`config.mk`:
```
export PLATFORM = sky130hd
export DESIGN_NAME = arp_rx_flat
export DESIGN_NICKNAME = d
export VERILOG_FILES = /design/src/rtl/arp_pkg.sv /design/src/rtl/arp_rx_if.sv /design/src/rtl/arp_rx.sv /design/src/flat_wrapper.sv
export SDC_FILE = /design/constraint.sdc
export NUM_CORES = 1
export LEC_CHECK = 0
export ABC_AREA = 1
export BUFFER_PORTS_ARGS = -buffer_cell sky130_fd_sc_hd__buf_2
export CAP_MARGIN = 20
export CORE_ASPECT_RATIO = 1.1
export CORE_MARGIN = 1
export CORE_UTILIZATION = 50
export CTS_CLUSTER_SIZE = 10
export DETAILED_ROUTE_END_ITERATION = 12
export GPL_ROUTABILITY_DRIVEN = 0
export PLACE_DENSITY = 0.82
export SYNTH_ARGS = -nofsm -noshare
export SYNTH_HDL_FRONTEND = slang
export SYNTH_SLANG_ARGS = --single-unit
```
`constraint.sdc`:
```
create_clock -name i_clk -period 23.1 [get_ports i_clk]
set_input_delay 1.155 -clock i_clk [delete_from_list [all_inputs] [get_ports i_clk]]
set_output_delay 1.155 -clock i_clk [all_outputs]
set_load 0.005 [all_outputs]
```
`src/rtl/arp_pkg.sv`:
```
// rtl/arp_pkg.sv - ARP field constants, offsets and parser state type shared by ARP RX/TX
package arp_pkg;

    localparam logic [15:0] ARP_HTYPE_ETH = 16'h0001;
    localparam logic [15:0] ARP_PTYPE_IP  = 16'h0800;
    localparam logic [7:0]  ARP_HLEN      = 8'd6;
    localparam logic [7:0]  ARP_PLEN      = 8'd4;
    localparam logic [15:0] ARP_OP_REQ    = 16'd1;
    localparam logic [15:0] ARP_OP_REPLY  = 16'd2;

    localparam logic [7:0] ARP_OFF_HTYPE = 8'd0;
    localparam logic [7:0] ARP_OFF_PTYPE = 8'd2;
    localparam logic [7:0] ARP_OFF_HLEN  = 8'd4;
    localparam logic [7:0] ARP_OFF_PLEN  = 8'd5;
    localparam logic [7:0] ARP_OFF_OP    = 8'd6;
    localparam logic [7:0] ARP_OFF_SHA   = 8'd8;
    localparam logic [7:0] ARP_OFF_SPA   = 8'd14;
    localparam logic [7:0] ARP_OFF_THA   = 8'd18;
    localparam logic [7:0] ARP_OFF_TPA   = 8'd24;
    localparam logic [7:0] ARP_OFF_END   = 8'd27;
    localparam int          ARP_MIN_LEN   = 46;

    typedef enum logic [1:0] {
        ST_IDLE = 2'd0,
        ST_RECV = 2'd1,
        ST_DROP = 2'd2
    } arp_rx_state_t;

    // One-byte check of the payload at a given offset; own_ip supplies the TPA bytes.
    function automatic logic arp_byte_mismatch(input logic [7:0] off, input logic [7:0] b,
                                               input logic [31:0] own_ip);
        logic m;
        m = 1'b0;
        case (off)
            ARP_OFF_HTYPE:         m = (b != ARP_HTYPE_ETH[15:8]);
            ARP_OFF_HTYPE + 8'd1:  m = (b != ARP_HTYPE_ETH[7:0]);
            ARP_OFF_PTYPE:         m = (b != ARP_PTYPE_IP[15:8]);
            ARP_OFF_PTYPE + 8'd1:  m = (b != ARP_PTYPE_IP[7:0]);
            ARP_OFF_HLEN:          m = (b != ARP_HLEN);
            ARP_OFF_PLEN:          m = (b != ARP_PLEN);
            ARP_OFF_OP:            m = (b != ARP_OP_REQ[15:8]);
            ARP_OFF_OP + 8'd1:     m = (b != ARP_OP_REQ[7:0]) && (b != ARP_OP_REPLY[7:0]);
            ARP_OFF_TPA:           m = (b != own_ip[31:24]);
            ARP_OFF_TPA + 8'd1:    m = (b != own_ip[23:16]);
            ARP_OFF_TPA + 8'd2:    m = (b != own_ip[15:8]);
            ARP_OFF_TPA + 8'd3:    m = (b != own_ip[7:0]);
            default:               m = 1'b0;
        endcase
        return m;
    endfunction

endpackage

```
`src/rtl/arp_rx_if.sv`:
```
// rtl/arp_rx_if.sv - MAC RX byte stream in, parsed ARP sender info out
interface arp_rx_if;
    logic [7:0]  i_mac_data;
    logic        i_mac_last;
    logic        i_mac_valid;
    logic [31:0] o_rx_ip;
    logic [47:0] o_rx_mac;
    logic [15:0] o_rx_op;
    logic        o_rx_valid;
    logic        o_trig_reply;

    modport master (
        output i_mac_data, i_mac_last, i_mac_valid,
        input  o_rx_ip, o_rx_mac, o_rx_op, o_rx_valid, o_trig_reply
    );

    modport slave (
        input  i_mac_data, i_mac_last, i_mac_valid,
        output o_rx_ip, o_rx_mac, o_rx_op, o_rx_valid, o_trig_reply
    );
endinterface

```
`src/rtl/arp_rx.sv`:
```
// rtl/arp_rx.sv - ARP receive parser: validates payload, captures sender, triggers replies
module arp_rx
    import arp_pkg::*;
#(
    parameter logic [31:0] P_SRC_IP  = {8'd192, 8'd168, 8'd10, 8'd1},
    parameter logic [7:0]  P_MAX_CNT = 8'd255
) (
    input  logic        i_clk,
    input  logic        i_rst,
    input  logic [31:0] i_src_ip,
    input  logic        i_src_ip_valid,
    arp_rx_if.slave     bus
);

    logic [7:0]    d_data;
    logic          d_last;
    logic          d_valid;
    logic [7:0]    cnt;
    logic [31:0]   own_ip;
    logic [31:0]   snap_ip;
    logic [15:0]   op_sh;
    logic [47:0]   sha_sh;
    logic [31:0]   spa_sh;
    arp_rx_state_t state, state_nxt;
    logic          cur_mis;
    logic          accept;

    always_ff @(posedge i_clk or posedge i_rst) begin
        if (i_rst) begin
            d_data  <= '0;
            d_last  <= 1'b0;
            d_valid <= 1'b0;
        end else begin
            d_data  <= bus.i_mac_data;
            d_last  <= bus.i_mac_last & bus.i_mac_valid;
            d_valid <= bus.i_mac_valid;
        end
    end

    always_ff @(posedge i_clk or posedge i_rst) begin
        if (i_rst) begin
            own_ip <= P_SRC_IP;
        end else if (i_src_ip_valid) begin
            own_ip <= i_src_ip;
        end
    end

    // cnt is the offset of the beat currently in d_data.
    always_ff @(posedge i_clk or posedge i_rst) begin
        if (i_rst) begin
            cnt <= '0;
        end else if (d_valid) begin
            if (d_last) begin
                cnt <= '0;
            end else if (cnt != P_MAX_CNT) begin
                cnt <= cnt + 8'd1;
            end
        end
    end

    assign cur_mis = arp_byte_mismatch(cnt, d_data, snap_ip);
    assign accept  = (state == ST_RECV) && d_valid && d_last &&
                     (cnt >= ARP_OFF_END) && !cur_mis;

    always_ff @(posedge i_clk or posedge i_rst) begin
        if (i_rst) begin
            state <= ST_IDLE;
        end else begin
            state <= state_nxt;
        end
    end

    always_comb begin
        state_nxt = state;
        case (state)
            ST_IDLE: if (d_valid && !d_last) state_nxt = cur_mis ? ST_DROP : ST_RECV;
            ST_RECV: begin
                if (d_valid) begin
                    if (d_last)       state_nxt = ST_IDLE;
                    else if (cur_mis) state_nxt = ST_DROP;
                end
            end
            ST_DROP: if (d_valid && d_last) state_nxt = ST_IDLE;
            default: state_nxt = ST_IDLE;
        endcase
    end

    // Own IP is frozen at the first beat so a mid-frame load only affects the next frame.
    always_ff @(posedge i_clk or posedge i_rst) begin
        if (i_rst) begin
            snap_ip <= P_SRC_IP;
            op_sh   <= '0;
            sha_sh  <= '0;
            spa_sh  <= '0;
        end else if (d_valid) begin
            if (state == ST_IDLE) snap_ip <= own_ip;
            if (cnt >= ARP_OFF_OP && cnt < ARP_OFF_SHA)  op_sh  <= {op_sh[7:0], d_data};
            if (cnt >= ARP_OFF_SHA && cnt < ARP_OFF_SPA) sha_sh <= {sha_sh[39:0], d_data};
            if (cnt >= ARP_OFF_SPA && cnt < ARP_OFF_THA) spa_sh <= {spa_sh[23:0], d_data};
        end
    end

    always_ff @(posedge i_clk or posedge i_rst) begin
        if (i_rst) begin
            bus.o_rx_ip      <= '0;
            bus.o_rx_mac     <= '0;
            bus.o_rx_op      <= '0;
            bus.o_rx_valid   <= 1'b0;
            bus.o_trig_reply <= 1'b0;
        end else begin
            bus.o_rx_valid   <= accept;
            bus.o_trig_reply <= accept && (op_sh == ARP_OP_REQ);
            if (accept) begin
                bus.o_rx_ip  <= spa_sh;
                bus.o_rx_mac <= sha_sh;
                bus.o_rx_op  <= op_sh;
            end
        end
    end

endmodule

```
`src/flat_wrapper.sv`:
```
// flat-port wrapper written by rule: the top's interface ports become plain ports
module arp_rx_flat import arp_pkg::*;
#(
    parameter logic [31:0] P_SRC_IP  = {8'd192, 8'd168, 8'd10, 8'd1},
    parameter logic [7:0]  P_MAX_CNT = 8'd255
)
  (i_clk, i_rst, i_src_ip, i_src_ip_valid, bus_i_mac_data, bus_i_mac_last, bus_i_mac_valid, bus_o_rx_ip, bus_o_rx_mac, bus_o_rx_op, bus_o_rx_valid, bus_o_trig_reply);
  arp_rx_if bus_i ();
  input  logic i_clk;
  input  logic i_rst;
  input  logic [31:0] i_src_ip;
  input  logic i_src_ip_valid;
  input wire logic [$bits(bus_i.i_mac_data)-1:0] bus_i_mac_data;
  input wire logic [$bits(bus_i.i_mac_last)-1:0] bus_i_mac_last;
  input wire logic [$bits(bus_i.i_mac_valid)-1:0] bus_i_mac_valid;
  output wire logic [$bits(bus_i.o_rx_ip)-1:0] bus_o_rx_ip;
  output wire logic [$bits(bus_i.o_rx_mac)-1:0] bus_o_rx_mac;
  output wire logic [$bits(bus_i.o_rx_op)-1:0] bus_o_rx_op;
  output wire logic [$bits(bus_i.o_rx_valid)-1:0] bus_o_rx_valid;
  output wire logic [$bits(bus_i.o_trig_reply)-1:0] bus_o_trig_reply;
  assign bus_i.i_mac_data = bus_i_mac_data;
  assign bus_i.i_mac_last = bus_i_mac_last;
  assign bus_i.i_mac_valid = bus_i_mac_valid;
  assign bus_o_rx_ip = bus_i.o_rx_ip;
  assign bus_o_rx_mac = bus_i.o_rx_mac;
  assign bus_o_rx_op = bus_i.o_rx_op;
  assign bus_o_rx_valid = bus_i.o_rx_valid;
  assign bus_o_trig_reply = bus_i.o_trig_reply;
  arp_rx #(.P_SRC_IP(P_SRC_IP), .P_MAX_CNT(P_MAX_CNT)) u_core (.i_clk(i_clk), .i_rst(i_rst), .i_src_ip(i_src_ip), .i_src_ip_valid(i_src_ip_valid), .bus(bus_i));
endmodule
```
Word-level counts from Yosys, hierarchy flattened
Index checks and enable logic that the tools add are counted.

word-level totals
  bits in registers = 278
  input bits = 45
  output and inout port bits = 98
  logic and storage cells = 86

operators by class
  add/subtract/negate cells = 1
  $lt $le $gt $ge = 7
  equal/unequal tests = 28
  multiplexer cells = 10
  bitwise operators = 1
  reductions and logical operators = 24

operators with widths
  cell                 count
  $eq 8x3->1 const B   4
  $eq 8x5->1 const B   4
  $ne 8x8->1           4
  $eq 16x1->1 const B  1
  $eq 8x2->1 const B   2
  $ge 8x4->1 const B   2
  $lt 8x4->1 const B   2
  $mux 8               2
  $ne 8x3->1 const B   2
  $mux 2               6
  $logic_and 1x1->1    11
  $pmux 1 s10          1
  $reduce_and 2->1     5
  $add 8x1->8 const B  1
  $eq 8x1->1 const B   1
  $ge 8x3->1 const B   1
  $ge 8x5->1 const B   1
  $logic_not 8->1      1
  $lt 8x5->1 const B   1
  $ne 8x1->1 const B   1
  $ne 8x2->1 const B   1
  $ne 8x4->1 const B   1
  $ne 8x8->1 const B   1
  $reduce_bool 8->1    1
  11 further kinds     14

Depth between registers and ports, before layout
  depth in word-level cells = 7
  mapped depth = 20
  mapped depth without buffers = 19

Worst setup path after synthesis
No wires, ideal clock.

  path type = register to register
  from = register u_core.cnt[1]
  to = register u_core.bus.o_rx_op[15]
  data arrival time = 2.055 ns
  required time = 22.984 ns
  slack = 20.928 ns
  stages on the path, launching flop included = 20
  period minus slack after synthesis = 2.172 ns
  cell sequence = dfrtp_1 > inv_1 > ha_1 > nand3_1 > nor2_4 > nand2_1 > nand2_1 > inv_1 > nand2_1 > nand2_1 > nand2_1 > nand2_1 > nor2_1 > nand2_1 > nand2_2 > nand3_4 > buf_6 > buf_2 > nand2_1 > nand2_1

on the way
  longest elaborated chain between the ends = 5
  elaborated cells between the ends (all ways) = 18
  classes of those cells = 1 x order compare; 11 x eq/ne; 1 x mux; 5 x reduce/logical

ends and longest elaborated chain
  element                                   RTL line         RTL
  from (decl)                               arp_rx.sv:18     logic [7:0] cnt;
  from (signal assigned)                    arp_rx.sv:56     cnt <= cnt + 8'd1;
  $eq 8x2->1, or another cell as far along  arp_pkg.sv:34    case (off)
  $reduce_or 3->1 (no source line)          n/a
  $pmux 1 s10                               arp_pkg.sv:34
  $logic_not 1->1                           arp_rx.sv:63     (cnt >= ARP_OFF_END) && !cur_mis;
  $logic_and 1x1->1 (*)                     arp_rx.sv:63
  to (signal assigned)                      arp_rx.sv:116    bus.o_rx_op <= op_sh;
  to (decl)                                 arp_rx_if.sv:19  output o_rx_ip, o_rx_mac, o_rx_op, o_rx_valid, o_trig_reply

Every way passes the cells marked *; elsewhere a longest branch is shown, timed or not.
A chain may end at the register's enable or synchronous reset.

Worst setup path in the final report
  from = register u_core.cnt[5]
  to = register u_core.bus.o_rx_mac[12]

on the way
  longest elaborated chain between the ends = 5
  elaborated cells between the ends (all ways) = 18
  classes of those cells = 1 x order compare; 11 x eq/ne; 1 x mux; 5 x reduce/logical

ends and longest elaborated chain
  element                                   RTL line         RTL
  $eq 8x2->1, or another cell as far along  arp_pkg.sv:34
  $reduce_or 3->1 (no source line)          n/a
  $pmux 1 s10                               arp_pkg.sv:34
  $logic_not 1->1                           arp_rx.sv:63
  $logic_and 1x1->1 (*)                     arp_rx.sv:63
  to (signal assigned)                      arp_rx.sv:115    bus.o_rx_mac <= sha_sh;
  to (decl)                                 arp_rx_if.sv:19

Marked as above.

==> impl_metrics.tcl <==
set metrics [dict create \
    max_freq_ghz 0.256 \
    power_mw 1.26 \
    cpMostUsedCell "nand2_1" \
    io_buffers 142 \
    ys_async_sr_fraction_pct 100 \
    synth.area.top_cells "dfrtp_1 (58%), nand2_1 (12%), o21ai_0 (7.2%)" \
    synthAdderAreaFrac_pct 0.446 \
    synth_top_cell_by_area "dfrtp_1" \
    skew_ns 0.0238 \
    final-max-slew-violation-count 0 \
    die-area_sq_um 23100 \
    fin_util_pct 59.1 \
    nFillCells 1808 \
    dpl.hpwl_mm 15.1 \
    maxSlewHeadroom_pct 28.6 \
    hold_viol_final 0 \
    vias 8400 \
    cts.sinks 278 \
    die_height_um 159 \
    diodes 0 \
    p_leak_nw 6.57 \
    worst_setup_path_start_kind "register" \
    post_cts_buffers 0 \
    cts_resized 0 \
    yosysUniqueCellTypes 34 \
    htreeDepth 2 \
    path_clk_slew_ns 0.05 \
    wl_per_cell_um 14.5 \
    seq_area_frac_synth_pct 62.1 \
    track_usage_pct 21.2 \
    start_util_pct 50.9 \
    period_share_pct 16.9 \
    rsz0062_at_grt "false" \
    synth-xor-area-share_pct 0 \
    first_pass_iters 5 \
    nets 1391 \
    core_sq_um 22000 \
    cp_top_family "simple AND/OR/NAND/NOR gates" \
    rows 57 \
    insertion_delay_ns 0.51 \
    path_cells "inv_2, nand2_1, nor2_2, nand3_1, nand2_1, nor2_1, nor2_1, nor2_1, nand2_1, nor2_1, nand2_1, nand2_2, nand3_4, buf_4, nand2_1, o21ai_1" \
    setup_tns_ns 0 \
    drc_errors 0 \
    tightestPinTransition_ns 1.07 \
    peakVddDrop_mv 0.0616 \
    ys_ff_latch 278 \
    crit_required_ns 23.51 \
    synthMuxAreaShare_pct 0 \
    drv_cap 0 \
    grt_pass1_vias 8121 \
    yosys.area_share.simple_pct 17.2 \
    synth_top_family_by_area "simple AND/OR/NAND/NOR gates" \
    overflow 0 \
    ys.flop_type "dfrtp_1" \
    cts_tree "built" \
    synth_top_area_share_pct 58.4 \
    critPathCaptureType "register" \
    drt_iter0_markers 654 \
    clockRootBuffer "clkbuf_16" \
    setup_viol 0 \
    crit_type "reg2reg" \
    synth_commonest_cells "nand2_1 (361), dfrtp_1 (262), o21ai_0 (162)" \
    ys_warn_count 0 \
    cts-hold-fix-buffers 0 \
    path_max_fanout 111 \
    cts.path.max_buffers 3 \
    antenna_found_initial 0 \
    area_growth_pct 16.1 \
    num_io_pins 143 \
    wirelength_mm 23.9 \
    critical-path-max-stage-delay_ns 0.92 \
    syn-cell-area_sq_um 11200 \
    avgViaCountPerCell 5.10 \
    grt_pass1_wl_mm 39.0 \
    ant_nets 0 \
    drive_above_1_share_pct 18.5 \
    critPathBufInv 2 \
    min_period_ns 3.91 \
    die_x_um 145 \
    grt_max_degree 127 \
    cts_buffers 34 \
    postSynthAreaPerCell_sq_um 9.25 \
    yosys.cell_count.top_type "nand2_1" \
    synth_fp_nets 1263 \
    synth_edf_count 0 \
    crit_slowest_cell "buf_4" \
    power_density_nw_per_um2 96.3 \
    worstHoldPathType "reg2reg" \
    synthCells 1214 \
    outcome "finished, final reports clean" \
    synth_compound_area_share_pct 12.5 \
    arrival_ns 4.33 \
]
report_power, final:
| part | switching, mW | total [mW] | internal, mW |
|---|---|---|---|
| clock network | 0.189 | 0.466 | 0.278 |
| logic | 0.113 | 0.168 | 0.0546 |
| registers | 0.0516 | 0.621 | 0.569 |
cells in the final DEF (no fill, tap or decap), types with 16 or more instances in the layout:
cell,count
a21oi_1,25
buf_2,142
clkbuf_16,35
dfrtp_1,262
dfstp_2,16
inv_1,134
nand2_1,361
nand3_1,36
nor2_1,43
o21ai_0,162
o21ai_1,39
o21ai_2,25
sequential cells by signal, summed over array words and instances (netlist names), 2 cells and up:
signal / cells
u_core.sha_sh: 48
u_core.spa_sh: 32
u_core.bus.o_rx_mac: 48
u_core.bus.o_rx_ip: 32
u_core.op_sh: 16
u_core.own_ip: 32
u_core.cnt: 8
u_core.snap_ip: 32
u_core.d_data: 8
u_core.bus.o_rx_op: 16
u_core.state: 2
area by class of cell:
cell class	count	area [sq um]	area share, %
timing repair buffer	148	776	5.95
inverter	144	548	4.20
tap	295	369	2.83
sequential	278	6980	53.5
multi-input combinational	736	3400	26.1
clock inverter	3	41.3	0.317
clock buffer	44	920	7.06
tightest hold or removal path, cell delays in order (launching register included):
cell,delay (ns)
dfrtp_1,0.34
nand2_1,0.05
nand2_1,0.04
final timing paths:
kind,startpoint,endpoint,slack [ns],cells past startpoint
max,u_core.cnt[5],u_core.bus.o_rx_mac[12],19.19,16
min,u_core.spa_sh[27],u_core.bus.o_rx_ip[27],0.46,2
max reg2reg,u_core.cnt[5],u_core.bus.o_rx_mac[12],19.19,16
min reg2reg,u_core.spa_sh[27],u_core.bus.o_rx_ip[27],0.46,2
max in group asynchronous,i_rst,u_core.bus.o_rx_ip[29],20.62,4
min in group asynchronous,i_rst,u_core.own_ip[26],0.83,2
kinds of logic (layout without fill, tap and decap cells):
logic type               Yosys count  count (layout)
AO/OA/AOI/OAI                    258             258
buffers and inverters            200             339
flip-flops                       278             278
AND/OR/NAND/NOR                  474             474
adder cells (fa/ha/maj)            4               4
routing by layer:
layer / up-vias / GRT usage (%) / wire length (um)
met1: 3952 / 27.5 / 9970
met2: 269 / 35.4 / 11900
met3: 77 / 3.31 / 1230
li1: 4102 / - / -
met5: - / 0 / 0
met4: 0 / 8.76 / 824
through the flow:
stage / setup slack, ns / hold WS [ns] / instances / instance area (sq um)
after floorplan: 14.31 / 0.441 / 1214 / 11200
after global placement: 19.35 / 0.453 / 1600 / 12000
after detailed placement: 19.27 / 0.450 / 1600 / 12000
after CTS: 19.20 / 0.464 / 1647 / 13000
after global routing: 18.77 / 0.485 / 1648 / 13000
final: 19.19 / 0.463 / 1648 / 13000
No activity file was read; power rests on OpenSTA's default activity.
